**src/rtl/hazard_scoreboard_pkg.sv**
```systemverilog
// Shared types for the ASIP hazard/forwarding scoreboard: op classes, forward selects,
// and the shadow pipeline entry kept for EX/MEM/WB.
package hazard_scoreboard_pkg;

  localparam int REG_W_MAX = 8;

  typedef enum logic [1:0] {
    OP_ALU   = 2'd0,
    OP_LOAD  = 2'd1,
    OP_MULTI = 2'd2
  } op_cls_e;

  localparam logic [1:0] FWD_RF  = 2'd0;
  localparam logic [1:0] FWD_MEM = 2'd1;
  localparam logic [1:0] FWD_WB  = 2'd2;

  // Register fields are sized for the largest supported file and zero-extended on entry.
  typedef struct packed {
    logic                 v;
    logic                 wr;
    logic [REG_W_MAX-1:0] rd;
    op_cls_e              cls;
    logic [REG_W_MAX-1:0] rs;
    logic [REG_W_MAX-1:0] rt;
  } hz_entry_t;

  localparam hz_entry_t HZ_BUBBLE = '{v: 1'b0, wr: 1'b0, rd: '0, cls: OP_ALU, rs: '0, rt: '0};

endpackage

```
**src/rtl/hazard_scoreboard_if.sv**
```systemverilog
// ID-stage decode fields and EX redirect in, pipeline control and forward selects out.
interface hazard_scoreboard_if
  import hazard_scoreboard_pkg::*;
#(
  parameter int REG_W  = 4,
  parameter int PERF_W = 16
);
  logic              id_valid;
  logic [REG_W-1:0]  id_rs;
  logic [REG_W-1:0]  id_rt;
  logic              id_use_rs;
  logic              id_use_rt;
  logic              id_wr;
  logic [REG_W-1:0]  id_rd;
  op_cls_e           id_cls;
  logic              id_jump;
  logic              ex_redirect;

  logic              pc_we;
  logic              ifid_we;
  logic              ifid_flush;
  logic              idex_bubble;
  logic              exmem_bubble;
  logic              ex_hold;
  logic [1:0]        fwd_a;
  logic [1:0]        fwd_b;
  logic [PERF_W-1:0] stall_cnt;

  modport master (
    output id_valid, id_rs, id_rt, id_use_rs, id_use_rt, id_wr, id_rd, id_cls, id_jump, ex_redirect,
    input  pc_we, ifid_we, ifid_flush, idex_bubble, exmem_bubble, ex_hold, fwd_a, fwd_b, stall_cnt
  );

  modport slave (
    input  id_valid, id_rs, id_rt, id_use_rs, id_use_rt, id_wr, id_rd, id_cls, id_jump, ex_redirect,
    output pc_we, ifid_we, ifid_flush, idex_bubble, exmem_bubble, ex_hold, fwd_a, fwd_b, stall_cnt
  );
endinterface

```
**src/rtl/hazard_scoreboard_sat_counter.sv**
```systemverilog
// Saturating up-counter: increments on i_inc, sticks at all-ones.
// Synchronous active-low reset.
module sat_counter #(
  parameter int W = 16
) (
  input  logic         i_clk,
  input  logic         i_reset,
  input  logic         i_inc,
  output logic [W-1:0] o_cnt
);
  logic [W-1:0] r_cnt;

  always_ff @(posedge i_clk) begin
    if (!i_reset) begin
      r_cnt <= '0;
    end else if (i_inc && (r_cnt != '1)) begin
      r_cnt <= r_cnt + 1'b1;
    end
  end

  assign o_cnt = r_cnt;
endmodule

```
**src/rtl/hazard_scoreboard.sv**
```systemverilog
// Hazard/forwarding controller: shadows EX/MEM/WB destinations, drives stall/flush/bubble,
// multi-cycle EX hold and EX operand forward selects. Outputs are combinational from state + ID.
module hazard_scoreboard
  import hazard_scoreboard_pkg::*;
#(
  parameter int DATA_W  = 24,
  parameter int NREG    = 16,
  parameter int MUL_LAT = 3,
  parameter int ZERO_R0 = 1,
  parameter int PERF_W  = 16
) (
  input  logic               i_clk,
  input  logic               i_reset,
  hazard_scoreboard_if.slave sb
);
  localparam int REG_W = $clog2(NREG);
  localparam int CNT_W = (MUL_LAT > 1) ? $clog2(MUL_LAT) : 1;

  if (DATA_W < 1 || REG_W > REG_W_MAX || MUL_LAT < 1) begin : g_bad_params
    $error("hazard_scoreboard: illegal parameter set");
  end

  hz_entry_t        r_ex, r_mem, r_wb;
  hz_entry_t        w_id, w_ex_nxt, w_mem_nxt;
  logic [CNT_W-1:0] r_ex_cnt, w_cnt_nxt;
  logic             w_hold, w_load_use, w_pc_we, w_flush, w_idb;
  logic             w_unused;

  function automatic logic f_match(hz_entry_t e, logic [REG_W_MAX-1:0] r);
    return e.v && e.wr && (e.rd == r) && !((ZERO_R0 != 0) && (r == '0));
  endfunction

  // A load still in MEM has no data yet; it only becomes forwardable from WB.
  function automatic logic [1:0] f_fwd(hz_entry_t mem, hz_entry_t wb, logic [REG_W_MAX-1:0] r);
    if (f_match(mem, r) && (mem.cls != OP_LOAD)) return FWD_MEM;
    if (f_match(wb, r)) return FWD_WB;
    return FWD_RF;
  endfunction

  always_comb begin
    w_id = '{v: sb.id_valid, wr: sb.id_wr, rd: REG_W_MAX'(sb.id_rd), cls: sb.id_cls,
             rs: REG_W_MAX'(sb.id_rs), rt: REG_W_MAX'(sb.id_rt)};
    w_hold     = (r_ex_cnt != '0);
    w_load_use = (r_ex.cls == OP_LOAD) &&
                 ((sb.id_use_rs && f_match(r_ex, w_id.rs)) ||
                  (sb.id_use_rt && f_match(r_ex, w_id.rt)));
    w_pc_we    = 1'b1;
    w_flush    = 1'b0;
    w_idb      = 1'b0;
    w_ex_nxt   = w_id;
    w_mem_nxt  = r_ex;
    w_cnt_nxt  = (sb.id_valid && (sb.id_cls == OP_MULTI)) ? CNT_W'(MUL_LAT - 1) : '0;
    if (w_hold) begin
      w_pc_we   = 1'b0;
      w_ex_nxt  = r_ex;
      w_mem_nxt = HZ_BUBBLE;
      w_cnt_nxt = r_ex_cnt - 1'b1;
    end else if (sb.ex_redirect) begin
      w_flush   = 1'b1;
      w_idb     = 1'b1;
      w_ex_nxt  = HZ_BUBBLE;
      w_cnt_nxt = '0;
    end else if (w_load_use) begin
      // Jump in ID is deliberately ignored here; it is presented again next cycle.
      w_pc_we   = 1'b0;
      w_idb     = 1'b1;
      w_ex_nxt  = HZ_BUBBLE;
      w_cnt_nxt = '0;
    end else if (sb.id_jump) begin
      w_flush   = 1'b1;
    end
  end

  always_ff @(posedge i_clk) begin
    if (!i_reset) begin
      r_ex     <= HZ_BUBBLE;
      r_mem    <= HZ_BUBBLE;
      r_wb     <= HZ_BUBBLE;
      r_ex_cnt <= '0;
    end else begin
      r_ex     <= w_ex_nxt;
      r_mem    <= w_mem_nxt;
      r_wb     <= r_mem;
      r_ex_cnt <= w_cnt_nxt;
    end
  end

  assign sb.pc_we        = w_pc_we;
  assign sb.ifid_we      = w_pc_we;
  assign sb.ifid_flush   = w_flush;
  assign sb.idex_bubble  = w_idb;
  assign sb.exmem_bubble = w_hold;
  assign sb.ex_hold      = w_hold;
  assign sb.fwd_a        = f_fwd(r_mem, r_wb, r_ex.rs);
  assign sb.fwd_b        = f_fwd(r_mem, r_wb, r_ex.rt);
  assign w_unused        = ^{r_wb.cls, r_wb.rs, r_wb.rt};

  sat_counter #(.W(PERF_W)) u_stall_cnt (
    .i_clk   (i_clk),
    .i_reset (i_reset),
    .i_inc   (!w_pc_we),
    .o_cnt   (sb.stall_cnt)
  );

  // Branches are single-cycle ALU ops, so a redirect can never coincide with a multi-cycle hold.
  a_no_redirect_in_hold : assert property (@(posedge i_clk) disable iff (!i_reset)
    !(w_hold && sb.ex_redirect))
    else $error("ex_redirect asserted while EX is held by a multi-cycle op");
endmodule
```
**src/flat_wrapper.sv**
```systemverilog
// flat-port wrapper written by rule: the top's interface ports become plain ports
module hazard_scoreboard_flat import hazard_scoreboard_pkg::*;
#(
  parameter int DATA_W  = 24,
  parameter int NREG    = 16,
  parameter int MUL_LAT = 3,
  parameter int ZERO_R0 = 1,
  parameter int PERF_W  = 16
)
  (i_clk, i_reset, sb_id_valid, sb_id_rs, sb_id_rt, sb_id_use_rs, sb_id_use_rt, sb_id_wr, sb_id_rd, sb_id_cls, sb_id_jump, sb_ex_redirect, sb_pc_we, sb_ifid_we, sb_ifid_flush, sb_idex_bubble, sb_exmem_bubble, sb_ex_hold, sb_fwd_a, sb_fwd_b, sb_stall_cnt);
  hazard_scoreboard_if #(.PERF_W(PERF_W)) sb_i ();
  input  logic i_clk;
  input  logic i_reset;
  input wire logic [$bits(sb_i.id_valid)-1:0] sb_id_valid;
  input wire logic [$bits(sb_i.id_rs)-1:0] sb_id_rs;
  input wire logic [$bits(sb_i.id_rt)-1:0] sb_id_rt;
  input wire logic [$bits(sb_i.id_use_rs)-1:0] sb_id_use_rs;
  input wire logic [$bits(sb_i.id_use_rt)-1:0] sb_id_use_rt;
  input wire logic [$bits(sb_i.id_wr)-1:0] sb_id_wr;
  input wire logic [$bits(sb_i.id_rd)-1:0] sb_id_rd;
  input wire logic [$bits(sb_i.id_cls)-1:0] sb_id_cls;
  input wire logic [$bits(sb_i.id_jump)-1:0] sb_id_jump;
  input wire logic [$bits(sb_i.ex_redirect)-1:0] sb_ex_redirect;
  output wire logic [$bits(sb_i.pc_we)-1:0] sb_pc_we;
  output wire logic [$bits(sb_i.ifid_we)-1:0] sb_ifid_we;
  output wire logic [$bits(sb_i.ifid_flush)-1:0] sb_ifid_flush;
  output wire logic [$bits(sb_i.idex_bubble)-1:0] sb_idex_bubble;
  output wire logic [$bits(sb_i.exmem_bubble)-1:0] sb_exmem_bubble;
  output wire logic [$bits(sb_i.ex_hold)-1:0] sb_ex_hold;
  output wire logic [$bits(sb_i.fwd_a)-1:0] sb_fwd_a;
  output wire logic [$bits(sb_i.fwd_b)-1:0] sb_fwd_b;
  output wire logic [$bits(sb_i.stall_cnt)-1:0] sb_stall_cnt;
  assign sb_i.id_valid = sb_id_valid;
  assign sb_i.id_rs = sb_id_rs;
  assign sb_i.id_rt = sb_id_rt;
  assign sb_i.id_use_rs = sb_id_use_rs;
  assign sb_i.id_use_rt = sb_id_use_rt;
  assign sb_i.id_wr = sb_id_wr;
  assign sb_i.id_rd = sb_id_rd;
  assign sb_i.id_cls = sb_id_cls;
  assign sb_i.id_jump = sb_id_jump;
  assign sb_i.ex_redirect = sb_ex_redirect;
  assign sb_pc_we = sb_i.pc_we;
  assign sb_ifid_we = sb_i.ifid_we;
  assign sb_ifid_flush = sb_i.ifid_flush;
  assign sb_idex_bubble = sb_i.idex_bubble;
  assign sb_exmem_bubble = sb_i.exmem_bubble;
  assign sb_ex_hold = sb_i.ex_hold;
  assign sb_fwd_a = sb_i.fwd_a;
  assign sb_fwd_b = sb_i.fwd_b;
  assign sb_stall_cnt = sb_i.stall_cnt;
  hazard_scoreboard #(.DATA_W(DATA_W), .NREG(NREG), .MUL_LAT(MUL_LAT), .ZERO_R0(ZERO_R0), .PERF_W(PERF_W)) u_core (.i_clk(i_clk), .i_reset(i_reset), .sb(sb_i));
endmodule
```
**config.mk**
```make
export PLATFORM = sky130hd
export DESIGN_NAME = hazard_scoreboard_flat
export DESIGN_NICKNAME = d
export VERILOG_FILES = /design/src/rtl/hazard_scoreboard_pkg.sv /design/src/rtl/hazard_scoreboard_if.sv /design/src/rtl/hazard_scoreboard_sat_counter.sv /design/src/rtl/hazard_scoreboard.sv /design/src/flat_wrapper.sv
export SDC_FILE = /design/constraint.sdc
export NUM_CORES = 1
export LEC_CHECK = 0
export BUFFER_PORTS_ARGS = -buffer_cell sky130_fd_sc_hd__buf_2
export CORE_ASPECT_RATIO = 1.75
export CORE_MARGIN = 2
export CORE_UTILIZATION = 40
export DETAILED_ROUTE_END_ITERATION = 6
export SYNTH_ARGS = -nofsm -noshare
export SYNTH_HDL_FRONTEND = slang
export SYNTH_SLANG_ARGS = --single-unit
```
**constraint.sdc**
```tcl
create_clock -name i_clk -period 3.2 [get_ports i_clk]
set_clock_uncertainty 0.05 [all_clocks]
set_input_delay 0.64 -clock i_clk [delete_from_list [all_inputs] [get_ports i_clk]]
set_output_delay 0.64 -clock i_clk [all_outputs]
set_load 0.005 [all_outputs]
```
After elaboration in Yosys (flattened, before gate mapping)
Index checks and enable logic that the tools add are counted.

Output and inout port bits: 26. Bits in registers: 68. Bits of input ports: 22. Logic and storage cells: 92.

Bitwise gates (word level): 1. Add/subtract/negate cells: 2. Mux-type cells: 30. Reductions and logical operators: 34. Equal/unequal tests: 10.

Operators with widths (count): $mux W28 (2); $eq A8 B8 Y1 (4); $mux W2 (12); $logic_and A1 B1 Y1 (22); $add A16 B1 Y16 const B (1); $eq A8 B4 Y1 (2); $logic_not A8 Y1 (2); $mux W1 (16); $ne A16 B16 Y1 const B (1); $logic_not A4 Y1 (2); $logic_not A1 Y1 (5); $eq A2 B1 Y1 const B (1); $eq A2 B2 Y1 const B (1); $ne A2 B1 Y1 const B (1); $reduce_bool A2 Y1 (1); $reduce_or A2 Y1 (1); $sub A2 B1 Y2 const B (1); $logic_or A1 B1 Y1 (1); $not A1 Y1 (1).

Depth between registers and ports, before layout
Gate-level depths: netlist (run 1).

Depth in word-level cells: 11. Depth in mapped cells: 8.

Hierarchy
Synthesis (run 1) repeated with hierarchy kept, for this count alone.

Cells, all modules: 235. Area, all modules: 2224.6 um^2.

By module, submodules not included: hazard_scoreboard (cells each 138, instances 1, seq. area each 640.6 um^2, area an instance 1387.6 um^2); sat_counter (cells each 97, instances 1, seq. area each 320.3 um^2, area an instance 837.1 um^2).

Worst setup path after synthesis (run 1)
OpenSTA, ideal clock, no wires.

Kind: in2out. From: input sb_id_rt[2]. To: output sb_pc_we. Slack: 0.687 ns. Cell stages on the path: 7. Data required time: 2.510 ns. Data arrival time: 1.823 ns. Buffers on the path: 3. Path through: xor2_1 -> nor4_2 -> nand3_1 -> and3_1 -> buf_6 -> clkbuf_1 -> buf_4.

Word-level cells in the longest chain between the ends: 9.

RTL lines: start: declaration (RTL line flat_wrapper.sv:16) `input wire logic [$bits(sb_i.id_rt)-1:0] sb_id_rt;`; $eq A8 B4 Y1 or $logic_not A4 Y1 (tied branches) (RTL line hazard_scoreboard.sv:30) `return e.v && e.wr && (e.rd == r) && !((ZERO_R0 != 0) && (r == '0));`; $logic_and A1 B1 Y1 or $logic_not A1 Y1 (tied branches) (RTL line hazard_scoreboard.sv:30); $logic_and A1 B1 Y1 * (RTL line hazard_scoreboard.sv:30); $logic_and A1 B1 Y1 * (RTL line hazard_scoreboard.sv:46) `(sb.id_use_rt && f_match(r_ex, w_id.rt)));`; $logic_or A1 B1 Y1 * (RTL line hazard_scoreboard.sv:45) `((sb.id_use_rs && f_match(r_ex, w_id.rs)) ||`; $logic_and A1 B1 Y1 * (RTL line hazard_scoreboard.sv:44) `w_load_use = (r_ex.cls == OP_LOAD) &&`; $mux W1 * (RTL line hazard_scoreboard.sv:63) `end else if (w_load_use) begin`; $mux W1 * (RTL line hazard_scoreboard.sv:58) `end else if (sb.ex_redirect) begin`; $mux W1 * (RTL line hazard_scoreboard.sv:53) `if (w_hold) begin`; end: declaration (RTL line flat_wrapper.sv:24) `output wire logic [$bits(sb_i.pc_we)-1:0] sb_pc_we;`.

Mark *: on every way between the ends. The rest lies on a longest branch, timed or not.

Worst setup path in the final report (run 1)
From: input sb_id_rs[0]. To: output sb_ifid_flush.

Word-level cells in the longest chain between the ends: 9.

RTL lines: start: declaration (RTL line flat_wrapper.sv:15) `input wire logic [$bits(sb_i.id_rs)-1:0] sb_id_rs;`; $eq A8 B4 Y1 or $logic_not A4 Y1 (tied branches) (RTL line hazard_scoreboard.sv:30); $logic_and A1 B1 Y1 or $logic_not A1 Y1 (tied branches) (RTL line hazard_scoreboard.sv:30); $logic_and A1 B1 Y1 * (RTL line hazard_scoreboard.sv:30); $logic_and A1 B1 Y1 * (RTL line hazard_scoreboard.sv:45); $logic_or A1 B1 Y1 * (RTL line hazard_scoreboard.sv:45); $logic_and A1 B1 Y1 * (RTL line hazard_scoreboard.sv:44); $mux W1 * (RTL line hazard_scoreboard.sv:63); $mux W1 * (RTL line hazard_scoreboard.sv:58); $mux W1 * (RTL line hazard_scoreboard.sv:53); end: declaration (RTL line flat_wrapper.sv:26) `output wire logic [$bits(sb_i.ifid_flush)-1:0] sb_ifid_flush;`.

Marked as above.

==> results of run 1 <==
[report_power, final]
| part | switching [mW] | internal, mW |
|---|---|---|
| sequential | 0.0168 | 0.612 |
| clock | 0.195 | 0.307 |
| combinational | 0.0489 | 0.0412 |
| total | 0.260 | 0.961 |
[metal layers]
metal	up-vias	track usage	share of wire
met1	877	0.1886	0.39
met4	0	0.07692	0.020
met3	8	0.03291	0.039
met5	-	0	0
li1	950	-	-
met2	46	0.3336	0.55
[final timing paths]
| check | start | endpoint | slack [ns] | cells after the start |
|---|---|---|---|---|
| setup reg to reg | u_core.r_ex[20] | u_core.u_stall_cnt.o_cnt[9] | 0.77 | 7 |
| hold / removal | u_core.r_ex_cnt[0] | u_core.r_ex_cnt[0] | 0.41 | 1 |
| setup / recovery | sb_id_rs[0] | sb_ifid_flush | 0.37 | 7 |
| hold reg to reg | u_core.r_ex_cnt[0] | u_core.r_ex_cnt[0] | 0.41 | 1 |
[through the flow]
stage	total power [mW]	worst slack, ns	hold slack [ns]	std cells
2_1_floorplan	0.6982	0.6872	0.3764	236
3_3_place_gp	0.7335	0.4183	0.3903	347
6_report	1.221	0.3744	0.4149	354
4_1_cts	1.233	0.3513	0.4160	354
5_1_grt	1.267	0.2651	0.4428	354
3_5_place_dp	0.7346	0.3820	0.3995	347
[cell families (layout without fill, tap and decap cells)]
logic type / count (synthesis) / in the layout / share of synthesized area
muxes: 7 / 7 / 0.03178
buffers and inverters: 19 / 63 / 0.04370
and+or+nand+nor: 98 / 98 / 0.2645
AOI/OAI and AO/OA: 44 / 44 / 0.1430
adders and majority gates: 1 / 1 / 0.005674
DFF: 48 / 48 / 0.4359
xor gates and xnor gates: 19 / 19 / 0.07548
[flip-flops by register name, summed over array words and instances (netlist names)]
register                  cells
u_core.r_ex                  16
u_core.u_stall_cnt.o_cnt     16
u_core.r_mem                  8
u_core.r_wb                   6
u_core.r_ex_cnt               2
[layout make-up]
type | instances | area (um2)
clock inverter | 2 | 60.06
clock buffer | 5 | 68.82
tap | 74 | 92.59
fill | 513 | 2685
timing repair buffer | 51 | 265.3
sequential | 48 | 960.9
inverter | 5 | 18.77
multi-input combinational | 169 | 1147
[synthesized netlist by cell type (all sizes together), types with 2 or more instances]
cell / count
or3: 2
or4: 7
nand2b: 7
xor2: 15
o31ai: 5
buf: 6
nor4: 10
and2: 6
nor3: 11
nand4: 4
nor4b: 2
a22oi: 2
nand2: 15
a21oi: 12
a22o: 16
nor2: 7
clkbuf: 8
nand3: 11
inv: 5
and3: 12
xnor2: 4
mux2i: 7
dfxtp: 48
o21ai: 4
[critical path: cells and delay by family]
kind                   cells  cell delay, ns
AOI/OAI and AO/OA          1            0.20
buffers and inverters      2            0.23
and+or+nand+nor            4            1.05
==> results.py, run 1 <==
metrics = {
    "outcome": {
        "status": "finished, final reports clean",
    },
    "die": {
        "coreArea_um2": 5299,
        "die_w_um": 60.12,
        "start_util": 0.4161,
        "ios": 48,
        "placementRows": 35,
        "die_h_um": 102.2,
        "die-area_um2": 6145,
    },
    "detailed_routing": {
        "wl_um": 5178,
        "viasPerCell": 5.314,
        "ant_nets": 0,
        "first_pass_iters": 4,
        "wl_per_cell_um": 14.63,
        "drt_iter0_drc": 51,
        "drc": 0,
        "vias": 1881,
    },
    "clock_tree": {
        "insertion_delay_ns": 0.30,
        "cts_setup_buffers": 0,
        "post_cts_resize_count": 0,
        "cts.root.buffer_cell": "clkbuf_8",
        "cts_hold_buffers": 0,
        "numCtsBuffers": 5,
        "cts-htree-levels": 2,
        "clk_path_buf_depth": 2,
        "cts_tree": "done",
        "path_clk_slew_ns": 0.08,
        "clock_sinks": 48,
    },
    "grt": {
        "grt_pass1_wl_um": 8169,
        "grt_max_degree": 32,
        "grt_usage": 0.1795,
        "grt_pass1_vias": 1766,
        "antenna_found_initial": 0,
        "gr-total-overflow": 0,
    },
    "flow_run": {
        "maxCapViolCount": 0,
    },
    "worst_setup_path": {
        "crit_fanout": 19,
        "cp.required_ns": 2.51,
        "slowest_stage": "and3_1",
        "start_kind": "input pin",
        "arrival_ns": 2.14,
        "slowest_delay_ns": 0.57,
        "cp_common_cell": "buf_2",
        "end_kind": "primary output",
        "crit_type": "input pin to primary output",
        "worstPathCellList": "buf_2 > nor4_1 > nor2_1 > nand3_1 > and3_1 > o21a_1 > buf_2",
    },
    "logic_synthesis": {
        "yosysTopAreaCellShare": 0.4359,
        "synthFlopType": "dfxtp_1",
        "netlist_area_um2": 2205,
        "yosys_warnings": 0,
        "syn-mean-instance-area_um2": 9.342,
        "ys_seq_area_frac": 0.4359,
        "ys_async_sr_fraction": 0,
        "synth_cell_types": 38,
        "netlist_top_cells_area": "dfxtp_1 44%, a22o_1 6.4%, xor2_1 6.0%",
        "synth_edf_count": 0,
        "synth_seq_cells": 48,
        "netlist_instances": 236,
        "synth_top_cell_by_area": "dfxtp_1",
        "syn-num-nets": 259,
    },
    "place": {
        "dpl-instance-area_um2": 2485,
        "hpwl_um": 3922,
        "port_buffers": 47,
        "gp_congestion": 0.7563,
    },
    "sta": {
        "max_freq_mhz": 353.9,
        "rsz0062_at_grt": "no",
        "setup-tns-final_ns": 0,
        "setup-violations-final": 0,
        "finalMaxSlewViolations": 0,
        "max_slew.worst_pin.slew_ns": 0.6449,
        "maxSlewHeadroom": 0.5700,
        "period_share": 0.8830,
        "fin_crit_ns": 2.826,
        "finalHoldViolCount": 0,
    },
    "final_layout": {
        "nets": 303,
        "drive_gt1_frac": 0.2286,
        "stdcell_area_um2": 2614,
        "utilization": 0.4933,
        "layout_common_cells": "48 x dfxtp_1, 47 x buf_2, 16 x a22o_1, 15 x xor2_1, 15 x nand2_1",
        "final_common_cell": "dfxtp_1",
        "n_antenna_cell": 0,
        "syn_to_final_growth_pct": 18.56,
    },
    "power": {
        "p_leak_nw": 1.108,
        "vdd_drop_max_uv": 258.0,
        "power_density_nw_per_um2": 467.2,
    },
    "min_path": {
        "hp-class": "flip-flop to flip-flop",
    },
}
Power figures use the tool's default switching activity.
==> run 2, diff against run 1 <==
--- a/config.mk
+++ b/config.mk
@@ -6,7 +6,6 @@
 export NUM_CORES = 1
 export LEC_CHECK = 0
 export BUFFER_PORTS_ARGS = -buffer_cell sky130_fd_sc_hd__buf_2
-export CORE_ASPECT_RATIO = 1.75
 export CORE_MARGIN = 2
 export CORE_UTILIZATION = 40
 export DETAILED_ROUTE_END_ITERATION = 6
==> run 2 against run 1 <==
Compared with the run above:
- critical path type unchanged
- critical endpoint unchanged
- maximum frequency increased by 13%
- wire length decreased by 6.1%
- register-to-register slack improved by 0.21 ns
- clock power decreased by 8.8%
- critical path depth unchanged
- sequential cell count unchanged
- power decreased by 3.7%
- die area decreased by 0.38%
- via count decreased by 2.1%
==> results.py, run 2 (synthesized netlist as in run 1, its figures left out) <==
metrics = {
    "clock_tree": {
        "cts.root.buffer_cell": "clkbuf_8",
        "cts_tree": "done",
        "numCtsBuffers": 5,
        "cts-htree-levels": 2,
        "insertion_delay_ns": 0.30,
        "path_clk_slew_ns": 0.09,
        "cts_setup_buffers": 0,
        "cts_hold_buffers": 0,
        "post_cts_resize_count": 0,
        "clock_sinks": 48,
        "clk_path_buf_depth": 2,
    },
    "worst_setup_path": {
        "cp_common_cell": "buf_2",
        "crit_cells": 7,
        "crit_type": "input pin to primary output",
        "slowest_delay_ns": 0.33,
        "arrival_ns": 1.81,
        "end_kind": "primary output",
        "crit_fanout": 4,
        "cp_num_buf_inv": 2,
        "cp.required_ns": 2.51,
        "worstPathCellList": "buf_2 > xor2_1 > nor4_2 > nand3_1 > and3_1 > o21a_1 > buf_2",
        "start_kind": "input pin",
        "slowest_stage": "nor4_2",
        "critPathTopFamily": "simple AND/OR/NAND/NOR gates",
        "reg2regPathDepth": 7,
    },
    "final_layout": {
        "nFillCells": 536,
        "nets": 303,
        "drive_gt1_frac": 0.2313,
        "stdcell_area_um2": 2604,
        "utilization": 0.4817,
        "n_antenna_cell": 0,
        "finalNonFillerCells": 353,
        "syn_to_final_growth_pct": 18.10,
        "final_common_cell": "dfxtp_1",
        "layout_common_cells": "48 x dfxtp_1, 47 x buf_2, 16 x a22o_1, 15 x xor2_1, 15 x nand2_1",
    },
    "detailed_routing": {
        "vias": 1842,
        "viasPerCell": 5.218,
        "drc": 0,
        "wl_per_cell_um": 13.78,
        "drt_iter0_drc": 90,
        "ant_nets": 0,
        "wl_um": 4863,
        "first_pass_iters": 4,
    },
    "die": {
        "start_util": 0.4079,
        "die-area_um2": 6122,
        "die_h_um": 78.24,
        "die_w_um": 78.24,
        "ios": 48,
        "placementRows": 27,
        "coreArea_um2": 5405,
    },
    "power": {
        "p_sw_uw": 266.7,
        "seqPwrFrac": 0.535,
        "p_leak_nw": 1.106,
        "internal-power_uw": 908.7,
        "power_density_nw_per_um2": 451.4,
        "vdd_drop_max_uv": 237.8,
        "p_clk_frac": 0.389,
        "switching_share": 0.2269,
        "p_comb_frac": 0.076,
    },
    "place": {
        "place_inst": 345,
        "hpwl_um": 3531,
        "port_buffers": 47,
        "dpl-instance-area_um2": 2482,
        "gp_congestion": 0.7952,
    },
    "sta": {
        "fin_crit_ns": 2.499,
        "rsz0062_at_grt": "no",
        "max_slew.worst_pin.slew_ns": 0.5862,
        "max_freq_mhz": 400.1,
        "fin_hold_ws_ns": 0.4207,
        "finalHoldViolCount": 0,
        "setup-violations-final": 0,
        "setup-tns-final_ns": 0,
        "period_share": 0.7811,
        "finalMaxSlewViolations": 0,
        "maxSlewHeadroom": 0.6092,
    },
    "grt": {
        "grt_pass1_vias": 1678,
        "antenna_found_initial": 0,
        "gr-total-overflow": 0,
        "grt_max_degree": 32,
        "grt_usage": 0.1691,
        "grt_pass1_wl_um": 8314,
    },
    "min_path": {
        "min_path_cells": 1,
        "hp-class": "flip-flop to flip-flop",
    },
    "flow_run": {
        "maxCapViolCount": 0,
    },
    "outcome": {
        "status": "finished, final reports clean",
    },
}
## run 2: worst paths after layout
path,startpoint,slack [ns],endpoint
max,sb_id_rt[2],0.70,sb_ifid_flush
min,u_core.r_mem[26],0.42,u_core.r_wb[26]
max reg2reg,u_core.r_ex[21],0.98,u_core.u_stall_cnt.o_cnt[5]
min reg2reg,u_core.r_mem[26],0.42,u_core.r_wb[26]
## run 2: power by group through the flow
stage / clock network, mW / registers, mW / logic [mW]
6_report: 0.458 / 0.629 / 0.0890
5_1_grt: 0.496 / 0.632 / 0.101
4_1_cts: 0.475 / 0.629 / 0.0899
3_5_place_dp: 0 / 0.643 / 0.0895
3_3_place_gp: 0 / 0.642 / 0.0888
2_1_floorplan: 0 / 0.638 / 0.0602
## run 2: metrics by stage
stage                     power (mW)  setup WS, ns
after CTS                      1.194        0.6825
final                          1.175        0.7006
after detailed placement      0.7322        0.5882
after global placement        0.7312        0.6279
after global routing           1.229        0.6235
after floorplan               0.6982        0.6872
## run 2: layer usage
layer,vias up,GRT usage,routed length [um]
met3,6,0.04368,230
met1,846,0.2354,2388
met4,0,0.05263,56
met2,38,0.2569,2188
met5,-,0,0
li1,952,-,-
## run 2: final cells by class
type,count,area (um2),share of cell area
Multi-Input combinational cell,169,1147,0.4407
Tap cell,72,90.09,0.03460
Clock buffer,6,82.58,0.03172
Timing Repair Buffer,51,265.3,0.1019
Inverter,5,18.77,0.007208
Clock inverter,2,38.79,0.01490
Sequential cell,48,960.9,0.3691
==> run 3, diff against run 2 <==
==> constraint.sdc (replaced) <==
create_clock -name i_clk -period 2.45 [get_ports i_clk]
set_clock_uncertainty 0.05 [all_clocks]
set_input_delay 0.49 -clock i_clk [delete_from_list [all_inputs] [get_ports i_clk]]
set_output_delay 0.49 -clock i_clk [all_outputs]
set_load 0.005 [all_outputs]
==> run 3 against run 2 <==
Compared with the run above:
- wire length decreased by 2.2%
- non-clock buffer count increased by 3
- global-route usage decreased by 0.26 points
- critical path depth decreased by 1
- clock-buffer cell count decreased by 1
- worst hold slack got worse by 0.074 ns
- via count increased by 1.5%
- utilization increased by 0.60 points
- power increased by 29%
- final cell count increased by 0.85%
- setup slack got worse by 0.56 ns
- final area increased by 1.2%
- critical path type is now flip-flop to primary output
- critical endpoint is now sb_pc_we
- largest cell class unchanged
- highest routed layer unchanged
==> results.py, run 3 (synthesized netlist as in run 1, its figures left out) <==
metrics = {
    "outcome": {
        "status": "finished, final reports clean",
    },
    "grt": {
        "grt_pass1_vias": 1730,
        "grt_max_degree": 31,
        "antenna_found_initial": 0,
        "grt_usage": 0.1665,
        "gr-total-overflow": 0,
        "grt_pass1_wl_um": 8176,
    },
    "die": {
        "coreArea_um2": 5405,
        "die_h_um": 78.24,
        "ios": 48,
        "die-area_um2": 6122,
        "die_w_um": 78.24,
        "start_util": 0.4079,
        "placementRows": 27,
    },
    "detailed_routing": {
        "wl_um": 4754,
        "drt_iter0_drc": 83,
        "wl_per_cell_um": 13.35,
        "first_pass_iters": 4,
        "drc": 0,
        "viasPerCell": 5.250,
        "vias": 1869,
        "ant_nets": 0,
    },
    "worst_setup_path": {
        "crit_cells": 6,
        "arrival_ns": 1.77,
        "slowest_stage": "dfxtp_2",
        "cp.required_ns": 1.91,
        "worstPathCellList": "xor2_1 > nor4_2 > nand3_1 > and3_4 > buf_12 > buf_2",
        "crit_type": "flip-flop to primary output",
        "reg2regPathDepth": 7,
        "crit_fanout": 27,
        "start_kind": "flip-flop",
        "end_kind": "primary output",
        "cp_num_buf_inv": 2,
        "slowest_delay_ns": 0.35,
        "critPathTopFamily": "simple AND/OR/NAND/NOR gates",
    },
    "sta": {
        "finalMaxSlewViolations": 0,
        "setup-violations-final": 0,
        "finalHoldViolCount": 0,
        "period_share": 0.9416,
        "rsz0062_at_grt": "no",
        "maxSlewHeadroom": 0.3066,
        "setup-tns-final_ns": 0,
        "setup_ws_ns": 0.1431,
        "max_freq_mhz": 433.5,
        "fin_crit_ns": 2.307,
        "max_slew.worst_pin.slew_ns": 1.036,
    },
    "power": {
        "switching_share": 0.2360,
        "power_density_nw_per_um2": 576.9,
        "internal-power_mw": 1.162,
        "p_leak_nw": 1.122,
        "power_mw": 1.521,
        "vdd_drop_max_uv": 361.2,
        "p_clk_frac": 0.379,
        "seqPwrFrac": 0.540,
        "p_sw_uw": 359.0,
        "p_comb_frac": 0.081,
    },
    "place": {
        "port_buffers": 47,
        "pre_cts_ws_ns": 0.05833,
        "place_inst": 348,
        "gp_congestion": 0.8038,
        "hpwl_um": 3422,
    },
    "clock_tree": {
        "path_clk_slew_ns": 0.09,
        "cts_setup_buffers": 0,
        "cts_tree": "done",
        "clock_sinks": 48,
        "numCtsBuffers": 5,
        "clk_path_buf_depth": 2,
        "cts.root.buffer_cell": "clkbuf_8",
        "insertion_delay_ns": 0.30,
        "cts-htree-levels": 2,
    },
    "final_layout": {
        "syn_to_final_growth_pct": 19.58,
        "finalNonFillerCells": 356,
        "nets": 306,
        "layout_common_cells": "47 x buf_2, 46 x dfxtp_1, 16 x a22o_1, 15 x xor2_1, 15 x nand2_1",
        "drive_gt1_frac": 0.2500,
        "final_common_cell": "buf_2",
        "n_antenna_cell": 0,
        "nFillCells": 548,
    },
    "min_path": {
        "hp-class": "input pin to flip-flop",
        "min_path_cells": 2,
    },
    "flow_run": {
        "maxCapViolCount": 0,
    },
}
[run 3: cell count changes in the layout (fill, tap and decap cells not counted), sizes merged]
cell,previous run,this run
buf,51,54
clkbuf,6,5
clkinvlp,0,1
[run 3: per-layer routing]
| layer | wire [um] | GRT usage | vias up |
|---|---|---|---|
| met3 | 191 | 0.04023 | 10 |
| met5 | 0 | 0 | - |
| li1 | - | - | 962 |
| met1 | 2390 | 0.2270 | 858 |
| met4 | 94 | 0.06140 | 0 |
| met2 | 2077 | 0.2560 | 39 |
[run 3: final timing paths]
check / slack [ns] / startpoint / end
worst max-delay path: 0.14 / u_core.r_ex[19] / sb_pc_we
worst min-delay path: 0.35 / sb_id_rd[3] / u_core.r_ex[21]
worst max register to register: 0.35 / u_core.r_ex[19] / u_core.u_stall_cnt.o_cnt[5]
worst min register to register: 0.40 / u_core.r_mem[27] / u_core.r_wb[27]
[run 3: final cells by class]
| cell class | count | area [um2] | share of cell area |
|---|---|---|---|
| multi-input combinational | 169 | 1152 | 0.4371 |
| sequential | 48 | 963.4 | 0.3654 |
| timing repair buffer | 54 | 300.3 | 0.1139 |
| tap | 72 | 90.09 | 0.03417 |
| clock buffer | 5 | 68.82 | 0.02610 |
| clock inverter | 3 | 42.54 | 0.01614 |
| inverter | 5 | 18.77 | 0.007119 |
[run 3: power by group through the flow]
| stage | clock network (mW) | registers (mW) | logic, mW |
|---|---|---|---|
| floorplan | 0 | 0.833 | 0.0787 |
| global placement | 0 | 0.839 | 0.122 |
| detailed placement | 0 | 0.839 | 0.123 |
| CTS | 0.593 | 0.821 | 0.124 |
| global route | 0.630 | 0.825 | 0.138 |
| finish | 0.577 | 0.821 | 0.123 |
[run 3: what timing repair did]
action,4_1_cts,5_1_grt
hold buffers,0,0
endpoints found under the setup margin,0,3
resized for setup,0,5
[run 3: stage by stage]
step / util / instance area (um2) / hold WS (ns)
after global placement: 0.4657 / 2517 / 0.3865
final: 0.4877 / 2636 / 0.3462
after floorplan: - / 2205 / 0.3764
after global routing: 0.4877 / 2636 / 0.3340
after CTS: 0.4863 / 2629 / 0.3337
after detailed placement: 0.4657 / 2517 / 0.3912
[run 3: worst register-to-register path: cells and delay by family, from the launching register on]
family	cells	cell delay, ns
AND/OR/NAND/NOR	4	1.15
flip-flops	1	0.35
XOR/XNOR	1	0.18
buffers and inverters	1	0.15
AO/OA/AOI/OAI	1	0.15
